### src/rtl/pipe_pkg.sv
// pipe_pkg: shared types and defaults for the generic pipeline stage register.
//   stage_state_t : occupancy state of a stage (main register / skid register).
//   DEF_DATA_W    : default data payload width.
//   DEF_CTRL_W    : default control payload width.
package pipe_pkg;

  typedef enum logic [1:0] {
    S_EMPTY = 2'd0,  // nothing held
    S_ONE   = 2'd1,  // main register holds an entry
    S_TWO   = 2'd2   // main and skid registers both hold an entry
  } stage_state_t;

  localparam int DEF_DATA_W = 32;
  localparam int DEF_CTRL_W = 8;

endpackage

### src/rtl/pipe_stage_skid_if.sv
// pipe_stage_skid_if: one valid/ready link between two pipeline stages.
//
// Handshake semantics: the master raises valid with data/ctrl stable and keeps
// them stable until the cycle in which ready is also high; the entry transfers
// on the rising clock edge where valid && ready. Ready may be high with no
// valid entry offered, and nothing transfers in a cycle where either is low.
//
//   valid : master -> slave, entry offered
//   ready : slave -> master, entry can be taken
//   data  : master -> slave, data payload
//   ctrl  : master -> slave, control payload
interface pipe_stage_skid_if #(
  parameter int DATA_W = 32,
  parameter int CTRL_W = 8
);
  logic              valid;
  logic              ready;
  logic [DATA_W-1:0] data;
  logic [CTRL_W-1:0] ctrl;

  modport master (output valid, output data, output ctrl, input ready);
  modport slave  (input valid, input data, input ctrl, output ready);
endinterface

### src/rtl/sat_counter.sv
// sat_counter: up-counter that sticks at all-ones instead of wrapping.
//   clk   : clock, rising edge
//   reset : synchronous active-high clear (the only way back to zero)
//   inc   : count this cycle
//   count : current value
module sat_counter #(
  parameter int W = 16
) (
  input  logic         clk,
  input  logic         reset,
  input  logic         inc,
  output logic [W-1:0] count
);

  always_ff @(posedge clk) begin
    if (reset) begin
      count <= '0;
    end else if (inc && (count != '1)) begin
      count <= count + W'(1);
    end
  end

endmodule

### src/rtl/pipe_stage_skid.sv
// pipe_stage_skid: generic pipeline stage register with a one-entry skid
// buffer, so the upstream ready is a register output rather than a function
// of the downstream ready.
//   clk, reset : clock (rising edge) and synchronous active-high reset
//   flush      : drop every held entry and any entry accepted this cycle
//   up         : upstream link (slave side); up.ready is registered
//   dn         : downstream link (master side); all outputs registered
//   occupancy  : number of held entries, 0..2
//   stall_cnt  : saturating count of cycles with dn.valid && !dn.ready
//   state      : current occupancy state, exposed for debug
module pipe_stage_skid
  import pipe_pkg::*;
#(
  parameter int DATA_W         = DEF_DATA_W,
  parameter int CTRL_W         = DEF_CTRL_W,
  parameter bit CLEAR_ON_FLUSH = 1'b1,
  parameter int STALL_CNT_W    = 16
) (
  input  logic                   clk,
  input  logic                   reset,
  input  logic                   flush,
  pipe_stage_skid_if.slave       up,
  pipe_stage_skid_if.master      dn,
  output logic [1:0]             occupancy,
  output logic [STALL_CNT_W-1:0] stall_cnt,
  output stage_state_t           state
);

  logic              main_valid, skid_valid;
  logic [DATA_W-1:0] main_data, skid_data;
  logic [CTRL_W-1:0] main_ctrl, skid_ctrl;

  stage_state_t      nxt_state;
  logic              nxt_main_valid, nxt_skid_valid;
  logic [DATA_W-1:0] nxt_main_data, nxt_skid_data;
  logic [CTRL_W-1:0] nxt_main_ctrl, nxt_skid_ctrl;
  logic [1:0]        nxt_occupancy;
  logic              accept, drain;

  assign up.ready  = (state != S_TWO);
  assign dn.valid  = main_valid;
  assign dn.data   = main_data;
  assign dn.ctrl   = main_ctrl;

  assign accept = up.valid && up.ready;
  assign drain  = main_valid && dn.ready;

  always_ff @(posedge clk) begin
    if (reset) begin
      state      <= S_EMPTY;
      main_valid <= 1'b0;
      main_data  <= '0;
      main_ctrl  <= '0;
      skid_valid <= 1'b0;
      skid_data  <= '0;
      skid_ctrl  <= '0;
      occupancy  <= 2'd0;
    end else begin
      state      <= nxt_state;
      main_valid <= nxt_main_valid;
      main_data  <= nxt_main_data;
      main_ctrl  <= nxt_main_ctrl;
      skid_valid <= nxt_skid_valid;
      skid_data  <= nxt_skid_data;
      skid_ctrl  <= nxt_skid_ctrl;
      occupancy  <= nxt_occupancy;
    end
  end

  always_comb begin
    nxt_state      = state;
    nxt_main_valid = main_valid;
    nxt_main_data  = main_data;
    nxt_main_ctrl  = main_ctrl;
    nxt_skid_valid = skid_valid;
    nxt_skid_data  = skid_data;
    nxt_skid_ctrl  = skid_ctrl;

    if (flush) begin
      // A drain in this cycle has already completed downstream; only the
      // held entries and the incoming one are dropped. Ctrl is always zeroed
      // so the bubble is control-neutral.
      nxt_state      = S_EMPTY;
      nxt_main_valid = 1'b0;
      nxt_main_ctrl  = '0;
      nxt_skid_valid = 1'b0;
      nxt_skid_ctrl  = '0;
      if (CLEAR_ON_FLUSH) begin
        nxt_main_data = '0;
        nxt_skid_data = '0;
      end
    end else begin
      case (state)
        S_EMPTY: begin
          if (accept) begin
            nxt_main_valid = 1'b1;
            nxt_main_data  = up.data;
            nxt_main_ctrl  = up.ctrl;
            nxt_state      = S_ONE;
          end
        end
        S_ONE: begin
          if (accept && drain) begin
            nxt_main_data = up.data;
            nxt_main_ctrl = up.ctrl;
          end else if (drain) begin
            // Data is left in place; only valid and ctrl form the bubble.
            nxt_main_valid = 1'b0;
            nxt_main_ctrl  = '0;
            nxt_state      = S_EMPTY;
          end else if (accept) begin
            // Younger entry parks in the skid; output stays on main.
            nxt_skid_valid = 1'b1;
            nxt_skid_data  = up.data;
            nxt_skid_ctrl  = up.ctrl;
            nxt_state      = S_TWO;
          end
        end
        S_TWO: begin
          if (drain) begin
            nxt_main_data  = skid_data;
            nxt_main_ctrl  = skid_ctrl;
            nxt_skid_valid = 1'b0;
            nxt_skid_data  = '0;
            nxt_skid_ctrl  = '0;
            nxt_state      = S_ONE;
          end
        end
        default: begin
          nxt_state      = S_EMPTY;
          nxt_main_valid = 1'b0;
          nxt_main_ctrl  = '0;
          nxt_skid_valid = 1'b0;
          nxt_skid_ctrl  = '0;
        end
      endcase
    end

    nxt_occupancy = {1'b0, nxt_main_valid} + {1'b0, nxt_skid_valid};
  end

  sat_counter #(.W(STALL_CNT_W)) u_stall_cnt (
    .clk   (clk),
    .reset (reset),
    .inc   (main_valid && !dn.ready),
    .count (stall_cnt)
  );

endmodule

### src/flat_wrapper.sv
// flat-port wrapper written by rule: the top's interface ports become plain ports
module pipe_stage_skid_flat import pipe_pkg::*;
#(
  parameter int DATA_W         = DEF_DATA_W,
  parameter int CTRL_W         = DEF_CTRL_W,
  parameter bit CLEAR_ON_FLUSH = 1'b1,
  parameter int STALL_CNT_W    = 16
)
  (clk, reset, flush, occupancy, stall_cnt, state, up_valid, up_data, up_ctrl, up_ready, dn_valid, dn_data, dn_ctrl, dn_ready);
  pipe_stage_skid_if #(.DATA_W(DATA_W), .CTRL_W(CTRL_W)) up_i ();
  pipe_stage_skid_if #(.DATA_W(DATA_W), .CTRL_W(CTRL_W)) dn_i ();
  input  logic clk;
  input  logic reset;
  input  logic flush;
  output logic [1:0] occupancy;
  output logic [STALL_CNT_W-1:0] stall_cnt;
  output stage_state_t state;
  input wire logic [$bits(up_i.valid)-1:0] up_valid;
  input wire logic [$bits(up_i.data)-1:0] up_data;
  input wire logic [$bits(up_i.ctrl)-1:0] up_ctrl;
  output wire logic [$bits(up_i.ready)-1:0] up_ready;
  output wire logic [$bits(dn_i.valid)-1:0] dn_valid;
  output wire logic [$bits(dn_i.data)-1:0] dn_data;
  output wire logic [$bits(dn_i.ctrl)-1:0] dn_ctrl;
  input wire logic [$bits(dn_i.ready)-1:0] dn_ready;
  assign up_i.valid = up_valid;
  assign up_i.data = up_data;
  assign up_i.ctrl = up_ctrl;
  assign up_ready = up_i.ready;
  assign dn_valid = dn_i.valid;
  assign dn_data = dn_i.data;
  assign dn_ctrl = dn_i.ctrl;
  assign dn_i.ready = dn_ready;
  pipe_stage_skid #(.DATA_W(DATA_W), .CTRL_W(CTRL_W), .CLEAR_ON_FLUSH(CLEAR_ON_FLUSH), .STALL_CNT_W(STALL_CNT_W)) u_core (.clk(clk), .reset(reset), .flush(flush), .up(up_i), .dn(dn_i), .occupancy(occupancy), .stall_cnt(stall_cnt), .state(state));
endmodule
### config.mk
export PLATFORM = sky130hd
export DESIGN_NAME = pipe_stage_skid_flat
export DESIGN_NICKNAME = d
export VERILOG_FILES = /design/src/rtl/pipe_pkg.sv /design/src/rtl/pipe_stage_skid_if.sv /design/src/rtl/sat_counter.sv /design/src/rtl/pipe_stage_skid.sv /design/src/flat_wrapper.sv
export SDC_FILE = /design/constraint.sdc
export NUM_CORES = 1
export LEC_CHECK = 0
export ABC_AREA = 1
export CORE_ASPECT_RATIO = 1.25
export CORE_MARGIN = 2
export CORE_UTILIZATION = 40
export DETAILED_ROUTE_END_ITERATION = 12
export DONT_BUFFER_PORTS = 1
export PLACE_DENSITY = 0.61
export SYNTH_ARGS = -nofsm -noshare
export SYNTH_HDL_FRONTEND = slang
export SYNTH_HIERARCHICAL = 1
export SYNTH_SLANG_ARGS = --single-unit
### constraint.sdc
create_clock -name clk -period 4.05 [get_ports clk]
set_input_delay 1.215 -clock clk [delete_from_list [all_inputs] [get_ports clk]]
set_output_delay 1.215 -clock clk [all_outputs]
set_load 0.005 [all_outputs]
==> results of run 1 <==
[power groups by stage]
| stage | Sequential, uW | Clock [uW] | Combinational, uW |
|---|---|---|---|
| finish | 1050 | 952 | 192 |
| global route | 1060 | 1020 | 223 |
| CTS | 1050 | 982 | 193 |
| detailed placement | 1080 | 0 | 192 |
| global placement | 1080 | 0 | 188 |
| floorplan | 1070 | 0 | 167 |
[registers in the layout (all words and copies together), names as in the netlist]
register	count
u_core/dn.data	32
u_core/u_stall_cnt/count	16
u_core/occupancy	2
u_core/dn.ctrl	8
u_core/state	2
u_core/skid_valid	1
u_core/skid_ctrl	8
u_core/dn.valid	1
u_core/skid_data	32
[cell type report]
cell class | instances | area [um2] | area share
clock inverter | 5 | 81.33 | 0.01482
clock buffer | 11 | 252.7 | 0.04607
tap | 168 | 210.2 | 0.03831
sequential | 102 | 2042 | 0.3722
multi-input combinational | 582 | 2555 | 0.4657
timing repair buffer | 8 | 60.06 | 0.01095
inverter | 76 | 285.3 | 0.05200
[metal layers]
layer	GRT usage	vias to the layer above	routed length, um
li1	-	2463	-
met1	0.2078	2116	5213
met2	0.3182	115	5915
met3	0.04945	18	820
met4	0.06745	0	293
met5	0	-	0
[cell families after synthesis]
logic type	synth area share
fa+ha+maj	0.004924
compound gates	0.09604
flops	0.4019
buf+inv	0.09727
simple gates	0.3999
[placed cells by master, fill, tap and decap left out, types with 4 or more instances in the layout]
cell	count
nor2_1	93
nand3_1	91
nor2_2	11
inv_2	7
dfxtp_1	102
clkbuf_16	9
inv_1	69
nand2_1	270
nor2_4	4
nand2_2	7
buf_4	8
o21ai_0	6
a21oi_1	89
[worst register-to-register path, cell delays in order, from the launching register on]
cell	delay (ns)
dfxtp_1	0.63
nor2_2	0.20
nand2_1	0.10
nand2_1	0.09
inv_2	0.53
buf_4	0.39
nand3_1	0.12
nand2_1	0.10
nor2_1	0.04
[worst paths after layout]
| check | startpoint | slack (ns) | endpoint |
|---|---|---|---|
| hold / removal | u_core/skid_ctrl[5] | 0.47 | u_core/skid_ctrl[5] |
| setup / recovery | u_core/state[0] | 1.22 | up_ready |
| hold reg to reg | u_core/skid_ctrl[5] | 0.47 | u_core/skid_ctrl[5] |
| setup reg to reg | u_core/state[0] | 1.74 | u_core/dn.data[1] |
[metrics by stage]
step	setup slack [ns]	cells
6_report	1.221	952
5_1_grt	1.093	952
4_1_cts	1.203	952
3_5_place_dp	1.191	936
3_3_place_gp	1.264	936
2_1_floorplan	1.623	802
==> out/metrics.yaml, run 1 <==
antenna_found_initial: 0
dieArea_um2: 13630
crit_slowest_cell: "dfxtp_1"
avgSynthCellArea_um2: 6.336
grt_pass1_wl_mm: 19.74
power_leakage_uw: 0.002409
grt.overflow.total: 0
endpoint_kind: "primary output"
whs_path_depth: 2
synth.yosys.seq_area_share: 0.4019
crit_required_ns: 2.83
async_flop_share: 0
relSlewSlack: 0.4277
cts_setup_buffers: 0
cp_top_family: "flip-flops"
ys_types: 24
ctsHoldBuffers: 0
antenna_cells: 0
yosys_warnings: 6
initial_core_util: 0.4050
grt_use_total: 0.1796
nNetsFinal: 826
drive_above_1_share: 0.07143
fmax_mhz: 353.4
pwr-share-comb: 0.087
die_y_um: 130.0
outcome: "completed"
worstPathArrival_ns: 1.61
drv_slew: 0
clock_sinks: 102
start_kind: "register"
port_buffers: 0
grt_pass1_vias: 4188
dp_hpwl_mm: 8.232
cap_viol_max_count: 0
path_clk_slew_ns: 0.07
ff2ff_path_depth: 8
numCtsBuffers: 9
synth_top_area_cell: "dfxtp_1"
syn_inst: 802
crit_chain: "inv_1, nand2_1, buf_4"
wirelength_mm: 12.24
h-tree-depth: 3
min_path_type: "register to register"
ys_dominant_reg_cell: "dfxtp_1"
pin_count: 107
swShare: 0.2396
gp_congestion: 0.8343
cp.depth: 3
utilization: 0.4373
skew_ns: 0.008985
setup_viol: 0
firstDrtPassIters: 4
wl_per_cell_um: 12.86
clockBufferDepth: 2
finalPower_uw: 2196
viasPerCell: 4.950
clockPowerShare: 0.433
yosysTopAreaCellShare: 0.4019
design_area_um2: 5487
power.density_nw_per_um2: 400.3
filler_cell_count: 1377
detail-route-antenna-nets: 0
timing.final.crit_share: 0.6986
drt-initial-drc-count: 242
post_cts_resized: 0
crit_fanout: 38
vias: 4712
ys_seq_elements: 102
placed_area_um2: 5152
worst_path_largest_cell_delay_ns: 0.63
finalHoldViolCount: 0
core_um2: 12550
cts_tree: "yes"
rsz0062_at_grt: "false"
synthToLayoutAreaGrowth_pct: 7.978
ys_top_cells_by_count: "nand2_1, dfxtp_1, nor2_1"
tns_ns: 0
clock-root-buffer: "clkbuf_16"
worstMarginPinSlew_ns: 0.8553
grt_max_degree: 65
synth_most_common_cell: "nand2_1"
min_period_ns: 2.829
pwr-share-seq: 0.479
clk_latency_ns: 0.34
die_w_um: 104.8
hold_ws_ns: 0.4679
vdd_drop_max_uv: 227.4
row_count: 46
syn_area_um2: 5081
crit_type: "register to primary output"
critical_path_buf_inv_count: 2
synth-edff-count: 0
intPower_uw: 1670
p_sw_uw: 526.4
synthTopCellsByArea: "dfxtp_1, nand2_1, nand3_1"
post-route-drc-count: 0
synth_nets: 849
Note: power is estimated with default switching activity, not from simulation.
==> run 2: changes to the inputs <==
==> constraint.sdc (replaced) <==
create_clock -name clk -period 2.7 [get_ports clk]
set_input_delay 0.81 -clock clk [delete_from_list [all_inputs] [get_ports clk]]
set_output_delay 0.81 -clock clk [all_outputs]
set_load 0.005 [all_outputs]
==> out/metrics.yaml, run 2 (synthesis gave the netlist of run 1 again) <==
drive_above_1_share: 0.06989
swShare: 0.2488
fin_cells: 955
placed_cells: 940
dieArea_um2: 13630
cts_tree: "yes"
drv_slew: 0
vias: 4693
cp_top_family: "flip-flops"
tns_ns: 0
p_sw_uw: 751.5
grt_max_degree: 65
row_count: 46
pin_count: 107
timing.final.crit_share: 0.7561
viasPerCell: 4.914
dp_hpwl_mm: 8.501
cts_setup_buffers: 0
outcome: "completed"
die_w_um: 104.8
min_path_type: "register to register"
cap_viol_max_count: 0
finalHoldViolCount: 0
grt_use_total: 0.1779
grt.overflow.total: 0
endpoint_kind: "primary output"
ctsHoldBuffers: 0
grt_pass1_vias: 4215
core_um2: 12550
utilization: 0.4350
post-route-drc-count: 0
clockBufferDepth: 2
pwr-share-seq: 0.523
grt_pass1_wl_mm: 19.74
die_y_um: 130.0
wl_per_cell_um: 12.75
design_area_um2: 5458
worstMarginPinSlew_ns: 0.9065
antenna_found_initial: 0
initial_core_util: 0.4050
crit_type: "register to primary output"
power.density_nw_per_um2: 553.4
worst_path_largest_cell_delay_ns: 0.52
firstDrtPassIters: 7
min_period_ns: 2.041
crit_slowest_cell: "dfxtp_1"
skew_ns: 0.006322
clk_latency_ns: 0.34
clockPowerShare: 0.379
clock_sinks: 102
relSlewSlack: 0.3950
numCtsBuffers: 9
clock-root-buffer: "clkbuf_16"
crit_fanout: 8
drt-initial-drc-count: 318
pre_cts_slack_ns: 0.5368
setup_viol: 0
path_clk_slew_ns: 0.06
pwr-share-comb: 0.098
fmax_mhz: 489.8
detail-route-antenna-nets: 0
nNetsFinal: 830
wirelength_mm: 12.18
setup_ws_ns: 0.6585
gp_congestion: 0.8093
worstPathArrival_ns: 1.23
vdd_drop_max_uv: 381.0
final_cell_mix: "nand2_1, dfxtp_1, nor2_1, nand3_1, a21oi_1"
rsz0062_at_grt: "false"
port_buffers: 0
power_leakage_uw: 0.002402
final_common_cell: "nand2_1"
post_cts_resized: 0
intPower_uw: 2269
h-tree-depth: 3
placed_area_um2: 5207
critical_path_buf_inv_count: 1
synthToLayoutAreaGrowth_pct: 7.412
antenna_cells: 0
crit_required_ns: 1.89
crit_chain: "inv_1, nand2_1"
start_kind: "register"
==> run 2: cell count changes in the layout (fill, tap and decap cells not counted), sizes merged <==
cell	delta
clkinvlp	-1
bufinv	-2
buf	+4
clkbuf	+2
==> run 2: cell type report <==
class / count / area (um2)
fillers: 1393 / 7089
multi-input cells: 582 / 2555
flip-flops and latches: 102 / 2042
inverters: 76 / 285.3
clock buffers: 13 / 240.2
well taps: 168 / 210.2
repair buffers: 12 / 115.1
clock inverters: 2 / 10.01
==> run 2: power groups by stage <==
stage                     registers, uW  clock network, uW  logic [uW]
after floorplan                    1600                  0         251
after global placement             1610                  0         294
after detailed placement           1610                  0         302
after CTS                          1580               1200         303
after global routing               1580               1250         344
final                              1580               1140         297
==> run 2: path summary, 6_finish.rpt <==
check	slack, ns	cells after the start	start	endpoint
max	0.66	2	u_core/state[0]	up_ready
min	0.47	2	u_core/skid_ctrl[6]	u_core/skid_ctrl[6]
max reg2reg	0.76	8	u_core/state[1]	u_core/skid_data[5]
min reg2reg	0.47	2	u_core/skid_ctrl[6]	u_core/skid_ctrl[6]
==> run 2: per-layer routing <==
metal / GRT usage / share of wire
met4: 0.06039 / 0.015
met1: 0.2052 / 0.42
met2: 0.3201 / 0.49
met3: 0.04745 / 0.066
met5: 0 / 0
==> run 2: worst register-to-register path: cells and delay by family (launching register included) <==
kind | cells | cell delay [ns]
AOI/OAI and AO/OA | 1 | 0.17
DFF | 1 | 0.52
and+or+nand+nor | 4 | 0.91
buffers and inverters | 3 | 0.25
==> run 2: metrics by stage <==
stage	hold WS, ns	total power [uW]
after floorplan	0.4454	1854
after global placement	0.4519	1908
after detailed placement	0.4586	1916
after CTS	0.4687	3081
after global routing	0.4951	3172
final	0.4675	3020
==> run 3: changes to the inputs <==
--- a/config.mk
+++ b/config.mk
@@ -5,7 +5,7 @@
 export SDC_FILE = /design/constraint.sdc
 export NUM_CORES = 1
 export LEC_CHECK = 0
-export ABC_AREA = 1
+export ABC_AREA = 0
 export CORE_ASPECT_RATIO = 1.25
 export CORE_MARGIN = 2
 export CORE_UTILIZATION = 40
==> constraint.sdc (replaced) <==
create_clock -name clk -period 2.05 [get_ports clk]
set_input_delay 0.615 -clock clk [delete_from_list [all_inputs] [get_ports clk]]
set_output_delay 0.615 -clock clk [all_outputs]
set_load 0.005 [all_outputs]
==> out/metrics.yaml, run 3 <==
min_path_type: "primary input to register"
timing.final.crit_share: 0.9540
clock_sinks: 102
worstMarginPinSlew_ns: 0.9026
ys_types: 51
dieArea_um2: 12390
synth.yosys.seq_area_share: 0.4435
synthToLayoutAreaGrowth_pct: 11.66
filler_cell_count: 1060
seqCellArea_um2: 2042
avgSynthCellArea_um2: 9.673
nNetsFinal: 517
grt_pass1_vias: 3230
drt-initial-drc-count: 151
setup_viol: 0
grt_max_degree: 35
path_clk_slew_ns: 0.07
design_area_um2: 5141
start_kind: "register"
syn_inst: 476
core_um2: 11140
cts_tree: "yes"
min_period_ns: 1.956
dp_hpwl_mm: 6.959
cp_top_family: "simple AND/OR/NAND/NOR gates"
utilization: 0.4616
rsz0062_at_grt: "false"
cap_viol_max_count: 0
synthAdderAreaFrac: 0.005435
initial_core_util: 0.4134
synth_top_family_by_area: "compound AO/OA/AOI/OAI gates"
grt.overflow.total: 0
finalPower_uw: 4358
clock-root-buffer: "clkbuf_16"
clockBufferDepth: 2
async_flop_share: 0
grt_use_total: 0.1672
power_leakage_uw: 0.001937
synth_compound_gate_area_share: 0.2329
vias: 3502
pin_count: 107
synth_most_common_cell: "dfxtp_1"
syn_area_um2: 4604
synth-edff-count: 0
final_cell_mix: "dfxtp_1, nor2_1, mux2i_1, a22oi_1, a211oi_2"
wl_per_cell_um: 17.40
finalHoldViolCount: 0
ys_seq_elements: 102
crit_chain: "nand2b_2"
tns_ns: 0
cts_setup_buffers: 0
setup_ws_ns: 0.09429
antenna_cells: 0
crit_fanout: 13
critical_path_buf_inv_count: 0
ctsHoldBuffers: 0
pre_cts_slack_ns: 0.05650
multi_input_area_um2: 2341
relSlewSlack: 0.3947
yosys_warnings: 6
yosys.area_share.simple: 0.1668
synth_nets: 523
post-route-drc-count: 0
detail-route-antenna-nets: 0
firstDrtPassIters: 5
post_cts_resized: 0
die_w_um: 99.96
outcome: "completed"
row_count: 43
fmax_mhz: 511.3
numCtsBuffers: 9
yosysTopAreaCellShare: 0.4435
crit_type: "register to primary output"
port_buffers: 0
antenna_found_initial: 0
worst_path_largest_cell_delay_ns: 0.53
final_common_cell: "dfxtp_1"
power.density_nw_per_um2: 847.8
gp_congestion: 0.7892
synthTopCellsByArea: "dfxtp_1, mux2i_1, a211oi_2"
drv_slew: 0
worstPathArrival_ns: 1.34
viasPerCell: 5.741
synthMuxAreaShare: 0.09375
clk_latency_ns: 0.35
vdd_drop_max_uv: 360.4
die_y_um: 124.0
wirelength_mm: 10.61
crit_slowest_cell: "nand2b_2"
synth_top_area_cell: "dfxtp_1"
grt_pass1_wl_mm: 16.35
crit_required_ns: 1.43
ys_dominant_reg_cell: "dfxtp_1"
placed_area_um2: 4782
synth_xor_area_frac: 0.003804
skew_ns: 0.009329
drive_above_1_share: 0.1600
h-tree-depth: 3
endpoint_kind: "primary output"
ys_top_cells_by_count: "dfxtp_1, nor2_1, mux2i_1"
run 3: cell types whose count changed after synthesis, moves of 8 or more:
cell,change
a211oi_2,+28
a21oi_1,-67
a22oi_1,+35
buf_2,-9
inv_1,-64
mux2i_1,+42
nand2_1,-256
nand3_1,-77
nor2_1,-12
nor2_2,-11
nor2b_1,+10
o2bb2ai_1,+8
run 3: report_power, final:
part | internal (uW) | leakage [uW] | switching (uW)
sequential | 2030 | 0.000827 | 40.3
combinational | 130 | 0.000944 | 197
clock | 1200 | 0.000166 | 765
total | 3360 | 0.00194 | 1000
run 3: final timing paths:
check                           cells past startpoint                          end           startpoint  slack (ns)
worst max-delay path                                1                     up_ready      u_core/state[0]        0.09
worst min-delay path                                1  u_core/u_stall_cnt/count[1]                reset        0.33
worst max register to register                      4         u_core/skid_data[28]      u_core/state[0]        0.14
worst min register to register                      2          u_core/skid_ctrl[6]  u_core/skid_ctrl[6]        0.45
run 3: stage by stage:
step	hold WS (ns)	instances
2_1_floorplan	0.4316	476
3_3_place_gp	0.4381	593
3_5_place_dp	0.4442	593
4_1_cts	0.3060	609
5_1_grt	0.3131	610
6_report	0.3316	610
run 3: layout make-up:
| class | count | area share |
|---|---|---|
| Clock buffer | 9 | 0.04381 |
| Clock inverter | 7 | 0.02336 |
| Inverter | 5 | 0.003651 |
| Multi-Input combinational cell | 332 | 0.4553 |
| Sequential cell | 102 | 0.3972 |
| Tap cell | 135 | 0.03285 |
| Timing Repair Buffer | 20 | 0.04381 |
run 3: logic make-up (layout without fill, tap and decap cells):
family / Yosys count / in the layout
fa+ha+maj: 2 / 2
mux: 43 / 43
buf+inv: 43 / 41
simple gates: 156 / 156
xor+xnor: 2 / 2
flops: 102 / 102
compound gates: 128 / 129
run 3: layer usage:
layer / global-route usage / up-vias / routed length [um]
met4: 0.06164 / 0 / 95
met2: 0.2703 / 79 / 5186
met1: 0.2075 / 1675 / 4648
li1: - / 1741 / -
met5: 0 / - / 0
met3: 0.05668 / 7 / 681
